===== config.mk =====
export PLATFORM = sky130hd
export DESIGN_NAME = mirror_period_meter
export DESIGN_NICKNAME = d
export VERILOG_FILES = /design/src/rtl/mirror_period_meter_pkg.sv /design/src/rtl/mirror_period_meter_zc_edge_detect.sv /design/src/rtl/mirror_period_meter.sv
export SDC_FILE = /design/constraint.sdc
export NUM_CORES = 1
export LEC_CHECK = 0
export ABC_AREA = 1
export BUFFER_PORTS_ARGS = -buffer_cell sky130_fd_sc_hd__buf_2
export CAP_MARGIN = 20
export CORE_AREA = 2 2 108 188
export CTS_BUF_LIST = sky130_fd_sc_hd__clkbuf_8
export CTS_CLUSTER_SIZE = 10
export DETAILED_ROUTE_END_ITERATION = 8
export DIE_AREA = 0 0 110 190
export GPL_TIMING_DRIVEN = 1
export MAX_ROUTING_LAYER = met4
export PLACE_DENSITY = 0.66
export SYNTH_ARGS = -nofsm -noshare
export SYNTH_HDL_FRONTEND = slang
export SYNTH_SLANG_ARGS = --single-unit

===== constraint.sdc =====
create_clock -name clk_i -period 8.03 [get_ports clk_i]
set_clock_uncertainty 0.1 [all_clocks]
set_input_delay 0 -clock clk_i [delete_from_list [all_inputs] [get_ports clk_i]]
set_output_delay 0 -clock clk_i [all_outputs]
set_load 0.01 [all_outputs]

===== src/rtl/mirror_period_meter_pkg.sv =====
// Shared definitions for the mirror period meter: FSM encoding, default
// period limits and the deviation helper used by the lock tracker.
package mirror_period_meter_pkg;

    localparam int unsigned PERIOD_W          = 24;
    localparam int unsigned DEFAULT_PERIOD_C  = 50000;
    localparam int unsigned MIN_PERIOD_C      = 25000;
    localparam int unsigned MAX_PERIOD_C      = 100000;
    localparam int unsigned AVG_LOG2_C        = 3;
    localparam int unsigned TOL_SHIFT_C       = 4;

    typedef enum logic [1:0] {
        ST_SEARCH  = 2'd0,
        ST_MEASURE = 2'd1,
        ST_LOCKED  = 2'd2
    } meter_state_e;

    // Magnitude of a - b in 25 bits; cannot overflow for any 24-bit inputs.
    function automatic logic [PERIOD_W:0] abs_diff(input logic [PERIOD_W-1:0] a,
                                                   input logic [PERIOD_W-1:0] b);
        logic [PERIOD_W:0] diff;
        if (a >= b) begin
            diff = {1'b0, a} - {1'b0, b};
        end else begin
            diff = {1'b0, b} - {1'b0, a};
        end
        return diff;
    endfunction

endpackage


===== src/rtl/mirror_period_meter_zc_edge_detect.sv =====
// Brings the asynchronous zero-crossing input into the clock domain and
// emits a registered one-cycle pulse per rising edge. Edges are suppressed
// until the synchronizer pipeline has refilled after reset, so a zc_i that is
// already high at release is not mistaken for a new crossing.
module zc_edge_detect (
    input  logic clk_i,
    input  logic nrst_i,
    input  logic zc_i,
    output logic zc_edge_o
);

    logic       sync1_q;
    logic       sync2_q;
    logic       prev_q;
    logic       edge_q;
    logic       edge_d;
    logic [1:0] fill_q;
    logic [1:0] fill_d;

    // Track pipeline fill after reset and form the rising-edge term.
    always_comb begin
        fill_d = fill_q;
        edge_d = 1'b0;
        if (fill_q != 2'd3) begin
            fill_d = fill_q + 2'd1;
        end else begin
            fill_d = fill_q;
        end
        if (fill_q == 2'd3) begin
            edge_d = sync2_q & ~prev_q;
        end else begin
            edge_d = 1'b0;
        end
    end

    // Two-flop synchronizer, previous-value register and registered edge pulse.
    always_ff @(posedge clk_i or negedge nrst_i) begin
        if (!nrst_i) begin
            sync1_q <= 1'b0;
            sync2_q <= 1'b0;
            prev_q  <= 1'b0;
            fill_q  <= 2'd0;
            edge_q  <= 1'b0;
        end else begin
            sync1_q <= zc_i;
            sync2_q <= sync1_q;
            prev_q  <= sync2_q;
            fill_q  <= fill_d;
            edge_q  <= edge_d;
        end
    end

    assign zc_edge_o = edge_q;

endmodule


===== src/rtl/mirror_period_meter.sv =====
// Measures the mirror rotation period from zero-crossing edges, averages
// blocks of 2^AVG_LOG2_P samples, tracks lock against a tolerance window and
// flags loss of the crossing signal with a timeout pulse.
module mirror_period_meter
    import mirror_period_meter_pkg::*;
#(
    parameter int unsigned DEFAULT_PERIOD_P = DEFAULT_PERIOD_C,
    parameter int unsigned MIN_PERIOD_P     = MIN_PERIOD_C,
    parameter int unsigned MAX_PERIOD_P     = MAX_PERIOD_C,
    parameter int unsigned AVG_LOG2_P       = AVG_LOG2_C,
    parameter int unsigned TOL_SHIFT_P      = TOL_SHIFT_C
) (
    input  logic                clk_i,
    input  logic                nrst_i,
    input  logic                zc_i,
    input  logic                hold_i,
    output logic [PERIOD_W-1:0] period_o,
    output logic                period_valid_o,
    output logic                period_update_o,
    output logic                timeout_o
);

    localparam int unsigned ACC_W  = PERIOD_W + AVG_LOG2_P;
    localparam int unsigned SCNT_W = AVG_LOG2_P + 1;

    localparam logic [PERIOD_W-1:0] DEF_C      = PERIOD_W'(DEFAULT_PERIOD_P);
    localparam logic [PERIOD_W-1:0] MIN_C      = PERIOD_W'(MIN_PERIOD_P);
    localparam logic [PERIOD_W-1:0] MAX_C      = PERIOD_W'(MAX_PERIOD_P);
    localparam logic [SCNT_W-1:0]   LAST_SMP_C = SCNT_W'((1 << AVG_LOG2_P) - 1);

    logic                zc_edge_s;

    meter_state_e        state_q,   state_d;
    logic [PERIOD_W-1:0] cnt_q,     cnt_d;
    logic [ACC_W-1:0]    acc_q,     acc_d;
    logic [SCNT_W-1:0]   smp_cnt_q, smp_cnt_d;
    logic [PERIOD_W-1:0] period_q,  period_d;
    logic                valid_q,   valid_d;
    logic                update_q,  update_d;
    logic                timeout_q, timeout_d;

    logic [PERIOD_W-1:0] sample_s;
    logic                glitch_s;
    logic                timeout_hit_s;
    logic [ACC_W-1:0]    acc_sum_s;
    logic                block_done_s;
    logic [PERIOD_W-1:0] block_avg_s;
    logic [PERIOD_W:0]   dev_s;
    logic [PERIOD_W:0]   tol_s;
    logic                out_of_tol_s;

    zc_edge_detect u_zc_edge (
        .clk_i     (clk_i),
        .nrst_i    (nrst_i),
        .zc_i      (zc_i),
        .zc_edge_o (zc_edge_s)
    );

    // Per-edge sample, glitch and tolerance terms, plus timeout detection.
    // Timeout fires when the count is about to reach the maximum period, so
    // an edge arriving on that same cycle is pre-empted.
    always_comb begin
        sample_s      = cnt_q + 24'd1;
        glitch_s      = (sample_s < MIN_C);
        timeout_hit_s = (state_q != ST_SEARCH) && (cnt_q >= (MAX_C - 24'd1));
        acc_sum_s     = acc_q + ACC_W'(sample_s);
        block_done_s  = (smp_cnt_q == LAST_SMP_C);
        block_avg_s   = PERIOD_W'(acc_sum_s >> AVG_LOG2_P);
        dev_s         = abs_diff(sample_s, period_q);
        tol_s         = {1'b0, period_q >> TOL_SHIFT_P};
        out_of_tol_s  = (dev_s > tol_s);
    end

    // Next-state logic for the search/measure/lock FSM and its datapath.
    always_comb begin
        state_d   = state_q;
        cnt_d     = cnt_q;
        acc_d     = acc_q;
        smp_cnt_d = smp_cnt_q;
        period_d  = period_q;
        valid_d   = valid_q;
        update_d  = 1'b0;
        timeout_d = 1'b0;
        case (state_q)
            ST_SEARCH: begin
                cnt_d     = '0;
                acc_d     = '0;
                smp_cnt_d = '0;
                valid_d   = 1'b0;
                if (zc_edge_s) begin
                    state_d = ST_MEASURE;
                end else begin
                    state_d = ST_SEARCH;
                end
            end
            ST_MEASURE, ST_LOCKED: begin
                if (timeout_hit_s) begin
                    timeout_d = 1'b1;
                    state_d   = ST_SEARCH;
                    cnt_d     = '0;
                    acc_d     = '0;
                    smp_cnt_d = '0;
                    valid_d   = 1'b0;
                end else if (zc_edge_s && !glitch_s) begin
                    cnt_d = '0;
                    if ((state_q == ST_LOCKED) && out_of_tol_s) begin
                        // Lost lock: this sample seeds the next block.
                        state_d   = ST_MEASURE;
                        acc_d     = ACC_W'(sample_s);
                        smp_cnt_d = SCNT_W'(1);
                        valid_d   = 1'b0;
                    end else if (block_done_s) begin
                        state_d   = ST_LOCKED;
                        acc_d     = '0;
                        smp_cnt_d = '0;
                        valid_d   = 1'b1;
                        if (!hold_i) begin
                            period_d = block_avg_s;
                            update_d = 1'b1;
                        end else begin
                            period_d = period_q;
                            update_d = 1'b0;
                        end
                    end else begin
                        acc_d     = acc_sum_s;
                        smp_cnt_d = smp_cnt_q + SCNT_W'(1);
                    end
                end else begin
                    if (cnt_q >= MAX_C) begin
                        cnt_d = MAX_C;
                    end else begin
                        cnt_d = cnt_q + 24'd1;
                    end
                end
            end
            default: begin
                state_d   = ST_SEARCH;
                cnt_d     = '0;
                acc_d     = '0;
                smp_cnt_d = '0;
                valid_d   = 1'b0;
            end
        endcase
    end

    // FSM state, datapath and registered outputs.
    always_ff @(posedge clk_i or negedge nrst_i) begin
        if (!nrst_i) begin
            state_q   <= ST_SEARCH;
            cnt_q     <= '0;
            acc_q     <= '0;
            smp_cnt_q <= '0;
            period_q  <= DEF_C;
            valid_q   <= 1'b0;
            update_q  <= 1'b0;
            timeout_q <= 1'b0;
        end else begin
            state_q   <= state_d;
            cnt_q     <= cnt_d;
            acc_q     <= acc_d;
            smp_cnt_q <= smp_cnt_d;
            period_q  <= period_d;
            valid_q   <= valid_d;
            update_q  <= update_d;
            timeout_q <= timeout_d;
        end
    end

    assign period_o        = period_q;
    assign period_valid_o  = valid_q;
    assign period_update_o = update_q;
    assign timeout_o       = timeout_q;

endmodule


==> impl_metrics.json, run 1 <==
{
  "synth_xor_xnor_area_share": 0.0528,
  "h-tree-depth": 3,
  "start_util": 0.491,
  "combPwrFrac": 0.551,
  "drt_wl_total_um": 33300,
  "synth_top_family_by_area": "simple AND/OR/NAND/NOR gates",
  "post-place-ws_ns": 0.704,
  "reg2reg_slack_ns": 0.49,
  "num_antenna_cells": 0,
  "syn_area_per_cell_um2": 6.58,
  "syn_to_final_growth_pct": 5.79,
  "cap_violations": 0,
  "min_path_type": "input pin to asynchronous set/reset pin",
  "yosysTopAreaCell": "dfrtp_1",
  "outcome": "complete, no violations",
  "wl_per_cell_um": 19.3,
  "die_y_um": 190,
  "rsz0062_at_grt": "false",
  "clk_pin_slew_ns": 0.09,
  "p_switching_w": 0.000927,
  "ys_seq_elements": 90,
  "yosys.area.top_type_share": 0.220,
  "grt_pass1_vias": 9527,
  "row_count": 68,
  "clockBufferDepth": 2,
  "timing.rr.start": "cnt_q[0]",
  "dr.first_iter.drc_count": 623,
  "synth_fa_ha_area_frac": 0.136,
  "dp_hpwl_um": 27500,
  "worst_pin_slew_ns": 1.10,
  "hold_viol": 0,
  "synthSimpleGateAreaFrac": 0.337,
  "timing.final.crit_share": 0.939,
  "synth_ff_type": "dfrtp_1",
  "post_cts_buffers": 0,
  "muxShareOfSynthArea": 0.00746,
  "place_congestion": 1.03,
  "drv_slew": 0,
  "r2r_cells": 31,
  "cpMostUsedCell": "nand2_1",
  "ys_warn_count": 0,
  "drive_above_1_share": 0.0883,
  "root_buffer": "clkbuf_8",
  "grt_start_max_net_pins": 72,
  "stdcell_area_um2": 10100,
  "yosysSeqAreaShare": 0.236,
  "p_per_area_nw_per_um2": 188,
  "cts.sinks": 90,
  "die_area_um2": 20900,
  "grtUsageTotal": 0.341,
  "layout_min_cycle_time_ns": 7.54,
  "cts_tree": "done",
  "synth.distinct_cells": 55,
  "drc": 0,
  "antenna_found_initial": 0,
  "worstSetupPathType": "flip-flop to flip-flop",
  "power_leakage_nw": 5.60,
  "reg2reg_to": "acc_q[24]",
  "place_area_um2": 9880,
  "drtAntennaViolNets": 0,
  "syn-cell-area_um2": 9560,
  "dr.pass1.iters": 7,
  "cts_buffers": 9,
  "slowest_stage": "o21ai_0",
  "overflow": 0,
  "core_region_area_um2": 19500,
  "via_count": 9420,
  "setup_slack_ns": 0.489,
  "port_buffers": 30,
  "required_ns": 8.25,
  "mostFrequentLayoutCell": "nand2_1",
  "p_seq_frac": 0.282,
  "p_int_w": 0.000976,
  "async_flop_share": 1.00,
  "crit_path_end_kind": "flip-flop",
  "max-slew-margin-rel": 0.258,
  "fin_nets": 1584,
  "worstPathArrival_ns": 7.76,
  "via_per_inst": 5.45,
  "fin_setup_tns_ns": 0,
  "ioPinCount": 31,
  "sw_frac_of_total": 0.487,
  "ir_drop_mv": 0.216,
  "fmax_mhz": 133,
  "clkPwrFrac": 0.168,
  "fin_cells": 1728,
  "layout_common_cells": "nand2_1 (473), inv_1 (228), ha_1 (99)",
  "setup_viol": 0,
  "die_w_um": 110,
  "synth_compound_area_frac": 0.117,
  "grt_first_pass_wirelength_um": 51200,
  "fin_hold_ws_ns": 0.0649,
  "insertion_delay_ns": 0.39,
  "cp_max_fo": 28,
  "synthCells": 1452,
  "fillers": 2061,
  "dp_cells": 1709,
  "synth.area.top_cells": "dfrtp_1 (22%), nand2_1 (19%), ha_1 (13%)",
  "critPathLaunchType": "flip-flop",
  "synth_edf_count": 0,
  "critPathMaxStageDelay_ns": 0.46
}
==> synthesized netlist by cell type (8+ instances only) <==
cell type    n
nand2_1    473
inv_1      225
ha_1        99
a21oi_1     89
dfrtp_1     84
nor2_1      83
nand3_1     66
o21ai_0     52
nand4_1     36
xor2_1      31
xnor2_1     21
nand2_2     18
nor3_1      16
nor2_2      14
buf_2       12
o21bai_1    10
o21ai_2      9
a31oi_1      8
inv_2        8
==> final cells by class <==
type	instances	area [um2]	share of cell area
Tap cell	245	307	0.0303
Multi-Input combinational cell	1104	6240	0.617
Clock buffer	11	151	0.0150
Timing Repair Buffer	37	213	0.0210
Clock inverter	5	46.3	0.00458
Inverter	236	896	0.0886
Sequential cell	90	2260	0.223
==> sequential cells by signal, summed over array words and instances, names as in the netlist <==
| name | count |
|---|---|
| u_zc_edge.fill_q | 2 |
| u_zc_edge.prev_q | 1 |
| u_zc_edge.zc_edge_o | 1 |
| state_q | 2 |
| cnt_q | 24 |
| period_o | 24 |
| timeout_o | 1 |
| u_zc_edge.sync2_q | 1 |
| smp_cnt_q | 4 |
| u_zc_edge.sync1_q | 1 |
| acc_q | 27 |
| period_valid_o | 1 |
| period_update_o | 1 |
==> kinds of logic (layout without fill, tap and decap cells) <==
group,after synthesis,count (layout)
multiplexers,7,7
AO/OA/AOI/OAI,196,196
adder cells (fa/ha/maj),102,102
flip-flops,90,90
XOR/XNOR,55,55
other,1,7
AND/OR/NAND/NOR,737,737
buffers and inverters,264,289
==> routing by layer <==
metal  vias up  track usage  part of all wire
met5         -            -                 0
met4         0        0.257             0.087
met3       122       0.0558             0.037
met2       275        0.584              0.51
met1      4357        0.337              0.36
li1       4666            -                 -
==> worst max-delay path: cells and delay by family, from the launching register on <==
family,cells,cell delay [ns]
flops,1,0.41
fa+ha+maj,3,0.93
simple gates,19,3.76
buf+inv,4,0.78
compound gates,3,0.92
xor+xnor,2,0.54
==> worst max path at each step <==
stage	cells past startpoint	end	slack, ns	startpoint
final	31	acc_q[24]	0.49	cnt_q[0]
after global routing	33	acc_q[24]	0.01	cnt_q[0]
after CTS	31	acc_q[24]	0.68	cnt_q[0]
after detailed placement	31	acc_q[24]	0.70	cnt_q[0]
after global placement	31	acc_q[26]	0.80	cnt_q[0]
after floorplan	43	period_o[21]	2.71	cnt_q[0]
==> metrics by stage <==
stage / power (W) / util
finish: 0.00190 / 0.519
global route: 0.00205 / 0.519
CTS: 0.00189 / 0.519
detailed placement: 0.00156 / 0.507
global placement: 0.00156 / 0.507
floorplan: 0.00129 / -
==> repair_timing <==
| item | in CTS | in global routing |
|---|---|---|
| hold buffers | 3 | 0 |
| hold endpoints to repair | 20 | 0 |
| resized for setup | 0 | 0 |
==> power by group through the flow <==
stage	clock (W)	combinational (W)	sequential (W)
detailed placement	0	0.00102	0.000543
CTS	0.000328	0.00103	0.000535
floorplan	0	0.000759	0.000535
global route	0.000343	0.00117	0.000542
global placement	0	0.00102	0.000544
finish	0.000319	0.00105	0.000536
No activity file was read; power rests on OpenSTA's default activity.
==> run 2, diff against run 1 <==
==> constraint.sdc (replaced) <==
create_clock -name clk_i -period 7.25 [get_ports clk_i]
set_clock_uncertainty 0.1 [all_clocks]
set_input_delay 0 -clock clk_i [delete_from_list [all_inputs] [get_ports clk_i]]
set_output_delay 0 -clock clk_i [all_outputs]
set_load 0.01 [all_outputs]
==> run 2 against run 1 <==
Design area increased by 1.3%. Critical path depth increased by 7. Combinational power increased by 13%. Utilization increased by 0.67 points. Non-clock buffer count increased by 15. Setup slack improved by 0.049 ns. Sequential share of layout area decreased by 0.29 points. Register-to-register slack improved by 0.05 ns. Critical path type unchanged. Critical endpoint is now period_o[0].
==> impl_metrics.json, run 2 (synthesis results as in run 1) <==
{
  "hold_viol": 0,
  "required_ns": 7.43,
  "crit_path_end_kind": "flip-flop",
  "insertion_delay_ns": 0.39,
  "worstSetupPathType": "flip-flop to flip-flop",
  "power_leakage_nw": 5.67,
  "max-slew-margin-rel": 0.184,
  "via_per_inst": 5.49,
  "overflow": 0,
  "h-tree-depth": 3,
  "drtAntennaViolNets": 0,
  "p_per_area_nw_per_um2": 209,
  "antenna_found_initial": 0,
  "fillers": 2012,
  "sw_frac_of_total": 0.494,
  "critPathLaunchType": "flip-flop",
  "combPwrFrac": 0.555,
  "use_met3": 0.0449,
  "row_count": 68,
  "ioPinCount": 31,
  "timing.final.crit_share": 0.926,
  "p_switching_w": 0.00106,
  "place_area_um2": 9990,
  "grt_pass1_vias": 9538,
  "die_w_um": 110,
  "wl_per_cell_um": 19.5,
  "die_y_um": 190,
  "place_congestion": 1.07,
  "clkPwrFrac": 0.168,
  "largest_reg_flops": 27,
  "rsz0062_at_grt": "false",
  "drv_slew": 0,
  "registers.top_by_ff_count": "acc_q",
  "via_count": 9566,
  "root_buffer": "clkbuf_8",
  "drive_above_1_share": 0.0995,
  "p_seq_frac": 0.277,
  "critPathMaxStageDelay_ns": 0.44,
  "layout_common_cells": "nand2_1 (473), inv_1 (226), ha_1 (99)",
  "cts_tree": "done",
  "drt_wl_total_um": 33900,
  "dr.pass1.iters": 5,
  "mostFrequentLayoutCell": "nand2_1",
  "grt_first_pass_wirelength_um": 52400,
  "start_util": 0.491,
  "num_antenna_cells": 0,
  "grtUsageTotal": 0.350,
  "clockBufferDepth": 2,
  "fin_nets": 1599,
  "fin_setup_tns_ns": 0,
  "cp_max_fo": 24,
  "drc": 0,
  "port_buffers": 30,
  "slowest_stage": "ha_1",
  "worst_pin_slew_ns": 1.21,
  "setup_viol": 0,
  "outcome": "complete, no violations",
  "ir_drop_mv": 0.186,
  "grt_start_max_net_pins": 66,
  "syn_to_final_growth_pct": 7.16,
  "layout_min_cycle_time_ns": 6.71,
  "worstPathArrival_ns": 6.89,
  "clk_pin_slew_ns": 0.10,
  "busiest_layer": "met2",
  "cap_violations": 0,
  "cts_buffers": 9,
  "dr.first_iter.drc_count": 759,
  "use_met2": 0.606,
  "met1_usage": 0.363,
  "min_path_type": "input pin to asynchronous set/reset pin",
  "core_region_area_um2": 19500,
  "cts.sinks": 90,
  "fmax_mhz": 149,
  "stdcell_area_um2": 10200,
  "cpMostUsedCell": "nand2_1",
  "die_area_um2": 20900,
  "dp_hpwl_um": 27900,
  "p_int_w": 0.00108
}
run 2: final cells by class:
type / instances / area [um2] / area share
multi-input combinational: 1104 / 6250 / 0.610
tap: 245 / 307 / 0.0299
clock inverter: 7 / 77.6 / 0.00757
timing repair buffer: 52 / 333 / 0.0325
clock buffer: 9 / 124 / 0.0121
sequential: 90 / 2260 / 0.221
inverter: 236 / 896 / 0.0875
run 2: critical path: cells and delay by family (launching register included):
family          cells  cell delay (ns)
compound gates      5             1.20
xor+xnor            2             0.51
fa+ha+maj           2             0.74
buf+inv             5             0.54
flops               1             0.42
simple gates       24             3.04
run 2: worst paths after layout:
kind                                         from                end  slack, ns  cells after the start
max in group asynchronous                  nrst_i          acc_q[18]       6.15                      3
worst min register to register  u_zc_edge.sync1_q  u_zc_edge.sync2_q       0.27                      0
min in group clk_i                         hold_i       period_o[19]       0.11                      5
worst max-delay path                    cnt_q[14]        period_o[0]       0.54                     38
worst max register to register          cnt_q[14]        period_o[0]       0.54                     38
worst min-delay path                       nrst_i        period_o[4]       0.05                      2
run 2: power groups by stage:
stage               clock network, W  registers (W)  logic, W
finish                      0.000360       0.000592   0.00119
global route                0.000389       0.000599   0.00132
CTS                         0.000372       0.000591   0.00116
detailed placement                 0       0.000601   0.00115
global placement                   0       0.000600   0.00115
floorplan                          0       0.000592  0.000840
run 2: routing by layer:
layer | wire length, um | up-vias
met5 | 0 | -
met4 | 2630 | 0
met3 | 1450 | 115
met2 | 17600 | 310
met1 | 12200 | 4453
li1 | - | 4688
run 2: per-stage QoR:
| step | power (W) | instances | hold WS, ns | util | worst slack (ns) |
|---|---|---|---|---|---|
| 2_1_floorplan | 0.00143 | 1458 | -0.396 | - | 1.93 |
| 3_3_place_gp | 0.00175 | 1723 | -0.175 | 0.513 | 0.585 |
| 3_5_place_dp | 0.00175 | 1723 | -0.170 | 0.513 | 0.473 |
| 4_1_cts | 0.00212 | 1742 | 0.0373 | 0.525 | 0.403 |
| 5_1_grt | 0.00230 | 1743 | 0.0556 | 0.526 | 0.0559 |
| 6_report | 0.00214 | 1743 | 0.0472 | 0.526 | 0.538 |
run 2: repair_timing:
action / CTS / global route
gates resized for setup: 0 / 2
hold buffers: 3 / 0
endpoints found under the hold margin: 26 / 0
buffers inserted: 0 / 0
endpoints found under the setup margin: 0 / 42
